[config.mk]
export PLATFORM = sky130hd
export DESIGN_NAME = spi_slave_mode0_flat
export DESIGN_NICKNAME = d
export VERILOG_FILES = /design/src/rtl/spi_slave_mode0_if.sv /design/src/rtl/spi_slave_mode0.sv /design/src/flat_wrapper.sv
export SDC_FILE = /design/constraint.sdc
export NUM_CORES = 1
export LEC_CHECK = 0
export ABC_AREA = 1
export BUFFER_PORTS_ARGS = -buffer_cell sky130_fd_sc_hd__buf_2
export CORE_MARGIN = 4
export CORE_UTILIZATION = 55
export CTS_CLUSTER_DIAMETER = 50
export DETAILED_ROUTE_END_ITERATION = 8
export HOLD_SLACK_MARGIN = 0.05
export PLACE_DENSITY_LB_ADDON = 0.15
export SYNTH_ARGS = -nofsm -noshare
export SYNTH_HDL_FRONTEND = slang
export SYNTH_SLANG_ARGS = --single-unit
[constraint.sdc]
create_clock -name i_clk -period 1.9 [get_ports i_clk]
set_input_delay 0.19 -clock i_clk [delete_from_list [all_inputs] [get_ports i_clk]]
set_output_delay 0.19 -clock i_clk [all_outputs]
set_load 0.02 [all_outputs]
[src/rtl/spi_slave_mode0_if.sv]
`timescale 1ns/1ps
// spi_slave_mode0_if
// Bundles the SPI pins and the parallel side of the mode-0 responder.
//   sclk, cs_n, mosi : SPI pins driven by the master (asynchronous to clk)
//   miso, miso_oe    : SPI return data and its output enable
//   tx_data, tx_load : next word to transmit / capture strobe
//   rx_data, rx_valid: last received word / update strobe
//   busy, frame_err  : frame active / frame ended on a partial word
interface spi_slave_mode0_if #(
  parameter int DATA_W = 8
);
  logic              sclk;
  logic              cs_n;
  logic              mosi;
  logic              miso;
  logic              miso_oe;
  logic [DATA_W-1:0] tx_data;
  logic              tx_load;
  logic [DATA_W-1:0] rx_data;
  logic              rx_valid;
  logic              busy;
  logic              frame_err;

  modport slave (
    input  sclk, cs_n, mosi, tx_data,
    output miso, miso_oe, tx_load, rx_data, rx_valid, busy, frame_err
  );

  modport master (
    output sclk, cs_n, mosi, tx_data,
    input  miso, miso_oe, tx_load, rx_data, rx_valid, busy, frame_err
  );
endinterface

[src/rtl/spi_slave_mode0.sv]
`timescale 1ns/1ps
// spi_slave_mode0
// SPI mode-0 responder running on the system clock. sclk/mosi/cs_n are
// oversampled through SYNC_STAGES flops; edges are detected on the last
// synchronized value. Receives MSB-first on mosi, transmits MSB-first on miso.
// Ports:
//   i_clk   : system clock
//   i_rst_n : asynchronous active-low reset
//   bus     : spi_slave_mode0_if.slave (SPI pins + parallel word interface)
//
// state    | meaning
// ---------+---------------------------------------------------------
// S_IDLE   | not selected; miso/miso_oe low, waiting for cs_n fall
// S_ACTIVE | selected; sample mosi on sclk rise, shift miso on sclk fall
module spi_slave_mode0 #(
  parameter int DATA_W      = 8,
  parameter int SYNC_STAGES = 2
) (
  input  logic              i_clk,
  input  logic              i_rst_n,
  spi_slave_mode0_if.slave  bus
);

  localparam int CNT_W = $clog2(DATA_W);
  localparam logic [CNT_W-1:0] LAST_BIT = CNT_W'(DATA_W - 1);

  typedef enum logic {S_IDLE, S_ACTIVE} state_t;

  state_t                 r_state, w_state_nxt;
  logic [SYNC_STAGES-1:0] r_sclk_sync, r_mosi_sync, r_cs_sync;
  logic                   r_sclk_d, r_cs_d;
  logic [SYNC_STAGES:0]   r_settle;
  logic [CNT_W-1:0]       r_bit_cnt, w_bit_cnt_nxt;
  logic [DATA_W-1:0]      r_tx_shift, w_tx_shift_nxt;
  logic [DATA_W-1:0]      r_rx_shift, w_rx_shift_nxt;
  logic [DATA_W-1:0]      r_rx_data, w_rx_data_nxt;
  logic                   r_rx_valid, w_rx_valid_nxt;
  logic                   r_tx_load, w_tx_load_nxt;
  logic                   r_frame_err, w_frame_err_nxt;

  logic w_sclk, w_mosi, w_cs, w_ready;
  logic w_sclk_rise, w_sclk_fall, w_cs_fall, w_cs_rise;

  always_ff @(posedge i_clk or negedge i_rst_n) begin
    if (!i_rst_n) begin
      r_sclk_sync <= '0;
      r_mosi_sync <= '0;
      r_cs_sync   <= '1;
      r_sclk_d    <= 1'b0;
      r_cs_d      <= 1'b1;
      r_settle    <= '0;
    end else begin
      r_sclk_sync <= {r_sclk_sync[SYNC_STAGES-2:0], bus.sclk};
      r_mosi_sync <= {r_mosi_sync[SYNC_STAGES-2:0], bus.mosi};
      r_cs_sync   <= {r_cs_sync[SYNC_STAGES-2:0], bus.cs_n};
      r_sclk_d    <= w_sclk;
      r_cs_d      <= w_cs;
      r_settle    <= {r_settle[SYNC_STAGES-1:0], 1'b1};
    end
  end

  assign w_sclk = r_sclk_sync[SYNC_STAGES-1];
  assign w_mosi = r_mosi_sync[SYNC_STAGES-1];
  assign w_cs   = r_cs_sync[SYNC_STAGES-1];

  // Edges are masked until the chains and delay flops hold real pin values.
  // Without this, a cs_n already low at reset release would look like a
  // falling edge against the reset value of 1 and start a bogus frame.
  assign w_ready     = r_settle[SYNC_STAGES];
  assign w_sclk_rise = w_ready &  w_sclk & ~r_sclk_d;
  assign w_sclk_fall = w_ready & ~w_sclk &  r_sclk_d;
  assign w_cs_fall   = w_ready & ~w_cs   &  r_cs_d;
  assign w_cs_rise   = w_ready &  w_cs   & ~r_cs_d;

  always_ff @(posedge i_clk or negedge i_rst_n) begin
    if (!i_rst_n) begin
      r_state     <= S_IDLE;
      r_bit_cnt   <= '0;
      r_tx_shift  <= '0;
      r_rx_shift  <= '0;
      r_rx_data   <= '0;
      r_rx_valid  <= 1'b0;
      r_tx_load   <= 1'b0;
      r_frame_err <= 1'b0;
    end else begin
      r_state     <= w_state_nxt;
      r_bit_cnt   <= w_bit_cnt_nxt;
      r_tx_shift  <= w_tx_shift_nxt;
      r_rx_shift  <= w_rx_shift_nxt;
      r_rx_data   <= w_rx_data_nxt;
      r_rx_valid  <= w_rx_valid_nxt;
      r_tx_load   <= w_tx_load_nxt;
      r_frame_err <= w_frame_err_nxt;
    end
  end

  always_comb begin
    w_state_nxt     = r_state;
    w_bit_cnt_nxt   = r_bit_cnt;
    w_tx_shift_nxt  = r_tx_shift;
    w_rx_shift_nxt  = r_rx_shift;
    w_rx_data_nxt   = r_rx_data;
    w_rx_valid_nxt  = 1'b0;
    w_tx_load_nxt   = 1'b0;
    w_frame_err_nxt = 1'b0;

    case (r_state)
      S_IDLE: begin
        if (w_cs_fall) begin
          w_tx_shift_nxt = bus.tx_data;
          w_tx_load_nxt  = 1'b1;
          w_bit_cnt_nxt  = '0;
          w_rx_shift_nxt = '0;
          w_state_nxt    = S_ACTIVE;
        end
      end
      S_ACTIVE: begin
        // cs_n rise wins over an sclk edge landing in the same cycle.
        if (w_cs_rise) begin
          w_state_nxt     = S_IDLE;
          w_frame_err_nxt = (r_bit_cnt != '0);
          w_bit_cnt_nxt   = '0;
          w_rx_shift_nxt  = '0;
        end else if (w_sclk_rise) begin
          if (r_bit_cnt == LAST_BIT) begin
            w_rx_data_nxt  = {r_rx_shift[DATA_W-2:0], w_mosi};
            w_rx_valid_nxt = 1'b1;
            w_bit_cnt_nxt  = '0;
            w_rx_shift_nxt = '0;
            w_tx_shift_nxt = bus.tx_data;
            w_tx_load_nxt  = 1'b1;
          end else begin
            w_rx_shift_nxt = {r_rx_shift[DATA_W-2:0], w_mosi};
            w_bit_cnt_nxt  = r_bit_cnt + 1'b1;
          end
        end else if (w_sclk_fall && (r_bit_cnt != '0)) begin
          // The fall right after a word boundary does not shift, so the
          // freshly loaded MSB is still on miso at the next rise.
          w_tx_shift_nxt = {r_tx_shift[DATA_W-2:0], 1'b0};
        end
      end
      default: w_state_nxt = S_IDLE;
    endcase
  end

  assign bus.miso      = (r_state == S_ACTIVE) & r_tx_shift[DATA_W-1];
  assign bus.miso_oe   = (r_state == S_ACTIVE);
  assign bus.busy      = (r_state == S_ACTIVE);
  assign bus.rx_data   = r_rx_data;
  assign bus.rx_valid  = r_rx_valid;
  assign bus.tx_load   = r_tx_load;
  assign bus.frame_err = r_frame_err;

endmodule

[src/flat_wrapper.sv]
// flat-port wrapper written by rule: the top's interface ports become plain ports
module spi_slave_mode0_flat 
#(
  parameter int DATA_W      = 8,
  parameter int SYNC_STAGES = 2
)
  (i_clk, i_rst_n, bus_sclk, bus_cs_n, bus_mosi, bus_tx_data, bus_miso, bus_miso_oe, bus_tx_load, bus_rx_data, bus_rx_valid, bus_busy, bus_frame_err);
  spi_slave_mode0_if #(.DATA_W(DATA_W)) bus_i ();
  input  logic i_clk;
  input  logic i_rst_n;
  input wire logic [$bits(bus_i.sclk)-1:0] bus_sclk;
  input wire logic [$bits(bus_i.cs_n)-1:0] bus_cs_n;
  input wire logic [$bits(bus_i.mosi)-1:0] bus_mosi;
  input wire logic [$bits(bus_i.tx_data)-1:0] bus_tx_data;
  output wire logic [$bits(bus_i.miso)-1:0] bus_miso;
  output wire logic [$bits(bus_i.miso_oe)-1:0] bus_miso_oe;
  output wire logic [$bits(bus_i.tx_load)-1:0] bus_tx_load;
  output wire logic [$bits(bus_i.rx_data)-1:0] bus_rx_data;
  output wire logic [$bits(bus_i.rx_valid)-1:0] bus_rx_valid;
  output wire logic [$bits(bus_i.busy)-1:0] bus_busy;
  output wire logic [$bits(bus_i.frame_err)-1:0] bus_frame_err;
  assign bus_i.sclk = bus_sclk;
  assign bus_i.cs_n = bus_cs_n;
  assign bus_i.mosi = bus_mosi;
  assign bus_i.tx_data = bus_tx_data;
  assign bus_miso = bus_i.miso;
  assign bus_miso_oe = bus_i.miso_oe;
  assign bus_tx_load = bus_i.tx_load;
  assign bus_rx_data = bus_i.rx_data;
  assign bus_rx_valid = bus_i.rx_valid;
  assign bus_busy = bus_i.busy;
  assign bus_frame_err = bus_i.frame_err;
  spi_slave_mode0 #(.DATA_W(DATA_W), .SYNC_STAGES(SYNC_STAGES)) u_core (.i_clk(i_clk), .i_rst_n(i_rst_n), .bus(bus_i));
endmodule
# After elaboration in Yosys (flattened, before gate mapping)
# Cells that the tools add are included.
# W data, S select, Z words.
dict set report word_totals {
  reg_bits 41
  inputBits 13
  out_inout_bits 14
}
dict set report op_classes {
  n_addsub 1
  n_eq_ne 6
  muxes 26
  n_bitwise 15
  reduce_logical 5
}
# cell count
set op_table {}
lappend op_table {{$mux W8} 5}
lappend op_table {{$mux W7} 4}
lappend op_table {{$pmux W8 S2} 1}
lappend op_table {{$pmux W7 S2} 1}
lappend op_table {{$mux W3} 4}
lappend op_table {{$and A1 B1 Y1} 9}
lappend op_table {{$ne A3 B3 Y1 const B} 3}
lappend op_table {{$mux W1} 8}
lappend op_table {{$reduce_and A4 Y1} 2}
lappend op_table {{$not A1 Y1} 6}
lappend op_table {{$pmux W3 S2} 1}
lappend op_table {{$pmux W1 S2} 2}
lappend op_table {{$add A3 B1 Y3 const B} 1}
lappend op_table {{$eq A3 B3 Y1 const B} 1}
lappend op_table {{$reduce_bool A3 Y1} 1}
lappend op_table {{$ne A2 B1 Y1 const B} 1}
lappend op_table {{$ne A2 B2 Y1 const B} 1}
lappend op_table {{$reduce_and A2 Y1} 1}
lappend op_table {{$logic_and A1 B1 Y1} 1}

# Longest topological paths before layout
dict set report depth {
  depth_word 8
  depth_mapped 8
  ltp_nobuf 8
}

# Least setup slack after synthesis
# No wires, ideal clock.
dict set report synth_path {
  path_type {register to register}
  from {reg u_core.r_bit_cnt[0]}
  to {reg u_core.r_tx_shift[0]}
  setup_ns 0.066
  arrival_time_ns 1.280
  required_time_ns 1.834
  slack_ns 0.554
  stages_incl_launch_ff 8
  n_path_buf 0
  period_less_slack_ns 1.346
  cell_sequence {dfrtp_1 -> ha_1 -> ha_1 -> nor2_1 -> nor2_4 -> nand2_4 -> nand2_1 -> nand2_1}
}
dict set report synth_via {
  elab_chain_len 4
  word_cells_on_any_way 6
  classes_between {eq/ne: 3; reduce/logical: 3}
}
# element line
set synth_rtl {}
lappend synth_rtl {{start: declaration} spi_slave_mode0.sv:33} ;# logic [CNT_W-1:0] r_bit_cnt, w_bit_cnt_nxt;
lappend synth_rtl {{start signal: assignment} spi_slave_mode0.sv:87} ;# r_bit_cnt <= w_bit_cnt_nxt;
lappend synth_rtl {{$reduce_bool A3 Y1} spi_slave_mode0.sv:136} ;# end else if (w_sclk_fall && (r_bit_cnt != '0)) begin
lappend synth_rtl {{$logic_and A1 B1 Y1} spi_slave_mode0.sv:136}
lappend synth_rtl {{$ne A3 B3 Y1 (no line)} --}
lappend synth_rtl {{$reduce_and A4 Y1 (no line) *} --}
lappend synth_rtl {{end signal: assignment} spi_slave_mode0.sv:88} ;# r_tx_shift <= w_tx_shift_nxt;
lappend synth_rtl {{end: declaration} spi_slave_mode0.sv:34} ;# logic [DATA_W-1:0] r_tx_shift, w_tx_shift_nxt;
# Mark *: on every way between the ends. The rest lies on a longest branch, timed or not.
# A chain may end at the register's enable or synchronous reset.

# Final worst setup path
dict set report layout_path {
  from {reg u_core.r_bit_cnt[0]}
  to {reg u_core.r_rx_shift[2]}
}
dict set report layout_via {
  elab_chain_len 5
}
# element line
set layout_rtl {}
lappend layout_rtl {{$eq A3 B3 Y1} spi_slave_mode0.sv:125} ;# if (r_bit_cnt == LAST_BIT) begin
lappend layout_rtl {{$mux W7} spi_slave_mode0.sv:125}
lappend layout_rtl {{$mux W7} spi_slave_mode0.sv:124} ;# end else if (w_sclk_rise) begin
lappend layout_rtl {{$mux W7} spi_slave_mode0.sv:119} ;# if (w_cs_rise) begin
lappend layout_rtl {{$pmux W7 S2} spi_slave_mode0.sv:107} ;# case (r_state)
lappend layout_rtl {{end signal: assignment} spi_slave_mode0.sv:89} ;# r_rx_shift <= w_rx_shift_nxt;
lappend layout_rtl {{end: declaration} spi_slave_mode0.sv:35} ;# logic [DATA_W-1:0] r_rx_shift, w_rx_shift_nxt;
# Every way passes these cells. The select of a mux whose other input is x is not followed.

==> impl_metrics.csv <==
group,metric,value,unit
run_status,status,"finished clean",
critical_path,path_common_cell,"ha_1",
cells_and_area,synthToLayoutAreaGrowth,14.8,%
route,wl_per_cell,12.9,um
critical_path,critical_path_required,2180,ps
place,place_hpwl,2340,um
critical_path,slowest_stage,"dfrtp_1",
logic_synthesis,post-synth-top-count-cell,"nand2_1",
global_route,use_met1,19.7,%
logic_synthesis,synth_top_area_share,52.2,%
logic_synthesis,synth.avg_cell_area,10.3,sq um
floorplan,dieHeight,65.5,um
logic_synthesis,synth-seq-cells,41,
critical_path,critical_path.startpoint,"u_core.r_bit_cnt[0]$_DFFE_PN0P_",
critical_path,criticalPathCategory,"register to register",
critical_path,crit_chain,"ha_1 -> ha_1 -> nor2_1 -> nand3_1 -> o21ai_2",
route,first_iter_violations,86,
cells_and_area,final_cell_area,2090,sq um
clock_tree,clk_pin_slew_worst_paths,130,ps
critical_path,reg2reg_depth,5,
critical_path,cp-start-kind,"register",
sta,setup_ws,265,ps
clock_tree,cts_tree,"yes",
cells_and_area,ff_latch_area,1030,sq um
route,drt-pass1-iter-count,4,
critical_path,r2r_end,"u_core.r_rx_shift[2]$_DFFE_PN0P_",
sta,worst_slew_pin_slew,502,ps
logic_synthesis,synth_top_area_cell,"dfrtp_1",
floorplan,dieArea,4290,sq um
sta,finalSetupTns,0,ps
critical_path,arrival,1920,ps
logic_synthesis,yosys_warnings,0,
place,pre_cts_ws,278,ps
cells_and_area,multi_input_area,682,sq um
global_route,overflow,0,
logic_synthesis,synth_edf_count,0,
clock_tree,htreeDepth,2,
cells_and_area,diodes,0,
power_and_ir_drop,irDropWorstVdd,0.517,mV
clock_tree,numCtsBuffers,5,
place,globalplace.congestion,0.751,
place,placed_cell_area,1980,sq um
sta,fmax,612,MHz
critical_path,r2r-start,"u_core.r_bit_cnt[0]$_DFFE_PN0P_",
cells_and_area,fin_util,67.3,%
floorplan,fp.coreArea,3100,sq um
sta,setup_violations,0,
global_route,grt_pass1_vias,1301,
floorplan,die_w,65.5,um
logic_synthesis,postSynthNetCount,193,
power_and_ir_drop,powerDensity,956,nW/um^2
logic_synthesis,async_flop_share,100,%
global_route,antenna_found_initial,0,
route,ant_nets,0,
clock_tree,cts-root-buf,"clkbuf_4",
floorplan,start_util,58.7,%
route,viasPerCell,5.04,
logic_synthesis,synth_cells,176,
logic_synthesis,netlist_area,1820,sq um
power_and_ir_drop,p_leak,1.11,nW
logic_synthesis,synth_area_leaders,"dfrtp_1, nand2_1, o21ai_2",
critical_path,critical_path.endpoint,"u_core.r_rx_shift[2]$_DFFE_PN0P_",
logic_synthesis,netlist_top_cells_count,"nand2_1, dfrtp_1, nand3_1",
run,maxCapViolCount,0,
critical_path,crit_path_max_fanout,7,
global_route,grt.busiest_layer,"met2",
sta,fin_skew,17.5,ps
sta,maxSlewHeadroom,66.6,%
critical_path,end_kind,"register",
cells_and_area,fill_cells,262,
route,vias,1286,
global_route,grt_pass1_wl,5700,um
place,port_buffers,26,
critical_path,crit_path_max_incr_delay,420,ps
global_route,grt_max_degree,22,
global_route,gr-usage-met2,31.1,%
floorplan,num_rows,20,
min_path,min_path_type,"input pin to register",
route,wl,3290,um
place,dp_cells,243,
logic_synthesis,yosys.cell_types.count,23,
cells_and_area,nNetsFinal,227,
clock_tree,cts_resized,0,
min_path,whs_path_depth,5,
clock_tree,post-cts-setup-buffers,0,
sta,layout_min_cycle_time,1630,ps
logic_synthesis,ys_seq_area_share,56.6,%
clock_tree,cts_sinks,41,
cells_and_area,stdcell_count,255,
sta,rsz0062_at_grt,"false",
clock_tree,clk_latency,360,ps
critical_path,reg2reg_slack,270,ps
route,drcViolationCount,0,
global_route,met3_usage,5.47,%
cells_and_area,drive_gt1_share,31.8,%
sta,post-route-period-util,86.0,%
clock_tree,max-clock-path-buffers,2,
sta,finalHoldViolations,0,
floorplan,ios,27,
sta,slew_viol_final,0,
logic_synthesis,synth_ff_type,"dfrtp_1",
global_route,grt_usage,17.9,%
==> worst min path at each step <==
stage,start,endpoint,slack (ps)
finish,bus_tx_data[6],u_core.r_tx_shift[6]$_DFFE_PN0P_,160
floorplan,i_rst_n,u_core.bus.busy$_DFF_PN0_,-110
CTS,bus_tx_data[7],u_core.r_tx_shift[7]$_DFFE_PN0P_,140
global placement,i_rst_n,u_core.r_tx_shift[7]$_DFFE_PN0P_,180
detailed placement,i_rst_n,u_core.r_tx_shift[6]$_DFFE_PN0P_,180
global route,bus_tx_data[6],u_core.r_tx_shift[6]$_DFFE_PN0P_,160
==> sequential cells by signal, indices dropped and copies added, names as in the netlist, 2 cells and up <==
signal / flops
u_core.r_tx_shift: 8
u_core.bus.rx_data: 8
u_core.r_settle: 3
u_core.r_rx_shift: 7
u_core.r_bit_cnt: 3
u_core.r_sclk_sync: 2
u_core.r_cs_sync: 2
u_core.r_mosi_sync: 2
==> final cells by class <==
cell class	instances	share of cell area (%)
Inverter	16	2.87
Timing Repair Buffer	32	9.46
Sequential cell	41	49.3
Tap cell	44	2.63
Clock inverter	2	0.659
Multi-Input combinational cell	114	32.6
Clock buffer	6	2.46
==> timing repair <==
action,CTS,global route
setup endpoints to repair,0,0
hold endpoints to repair,23,0
hold buffers,4,0
==> power by group <==
group	internal [mW]	total [mW]	leakage, nW	switching (mW)
Combinational	0.161	0.437	0.547	0.276
Sequential	1.00	1.09	0.530	0.0869
Clock	0.181	0.471	0.0382	0.290
Total	1.35	2.00	1.11	0.653
==> layer usage <==
layer | wire length [um] | part of all wire, % | vias up
li1 | - | - | 642
met1 | 1450 | 44 | 611
met2 | 1580 | 48 | 26
met3 | 179 | 5.4 | 7
met4 | 72 | 2.2 | 0
met5 | 0 | 0 | -
==> cell usage in the layout, fill, tap and decap left out, drive strengths merged <==
cell,count
conb,1
clkinv,2
nand3b,2
nand2,47
dfrtp,38
nor2,6
nor3,1
clkbuf,6
dlygate4sd3,4
ha,4
dfstp,3
nand4,3
a21boi,1
o21ai,19
a21oi,1
inv,16
nand3,29
buf,28
==> critical path, delay by kind of cell, from the launching register on <==
| family | cells | cell delay (ps) |
|---|---|---|
| compound gates | 1 | 80 |
| fa+ha+maj | 2 | 470 |
| flops | 1 | 420 |
| simple gates | 2 | 570 |
==> metrics by stage <==
step | power, mW | hold slack (ps)
after floorplan | 1.42 | -106
after global placement | 1.51 | 177
after detailed placement | 1.54 | 184
after CTS | 2.03 | 139
after global routing | 2.14 | 157
final | 2.00 | 156
==> logic make-up (layout without fill, tap and decap cells) <==
| kind of cell | count (synthesis) | after routing | synth area share (%) |
|---|---|---|---|
| AO/OA/AOI/OAI | 21 | 21 | 9.62 |
| adder cells (fa/ha/maj) | 4 | 4 | 2.75 |
| buffers and inverters | 21 | 56 | 5.98 |
| flip-flops | 41 | 41 | 56.6 |
| other | 1 | 1 | 0.206 |
| AND/OR/NAND/NOR | 88 | 88 | 24.9 |
Note: power is estimated with default switching activity, not from simulation.
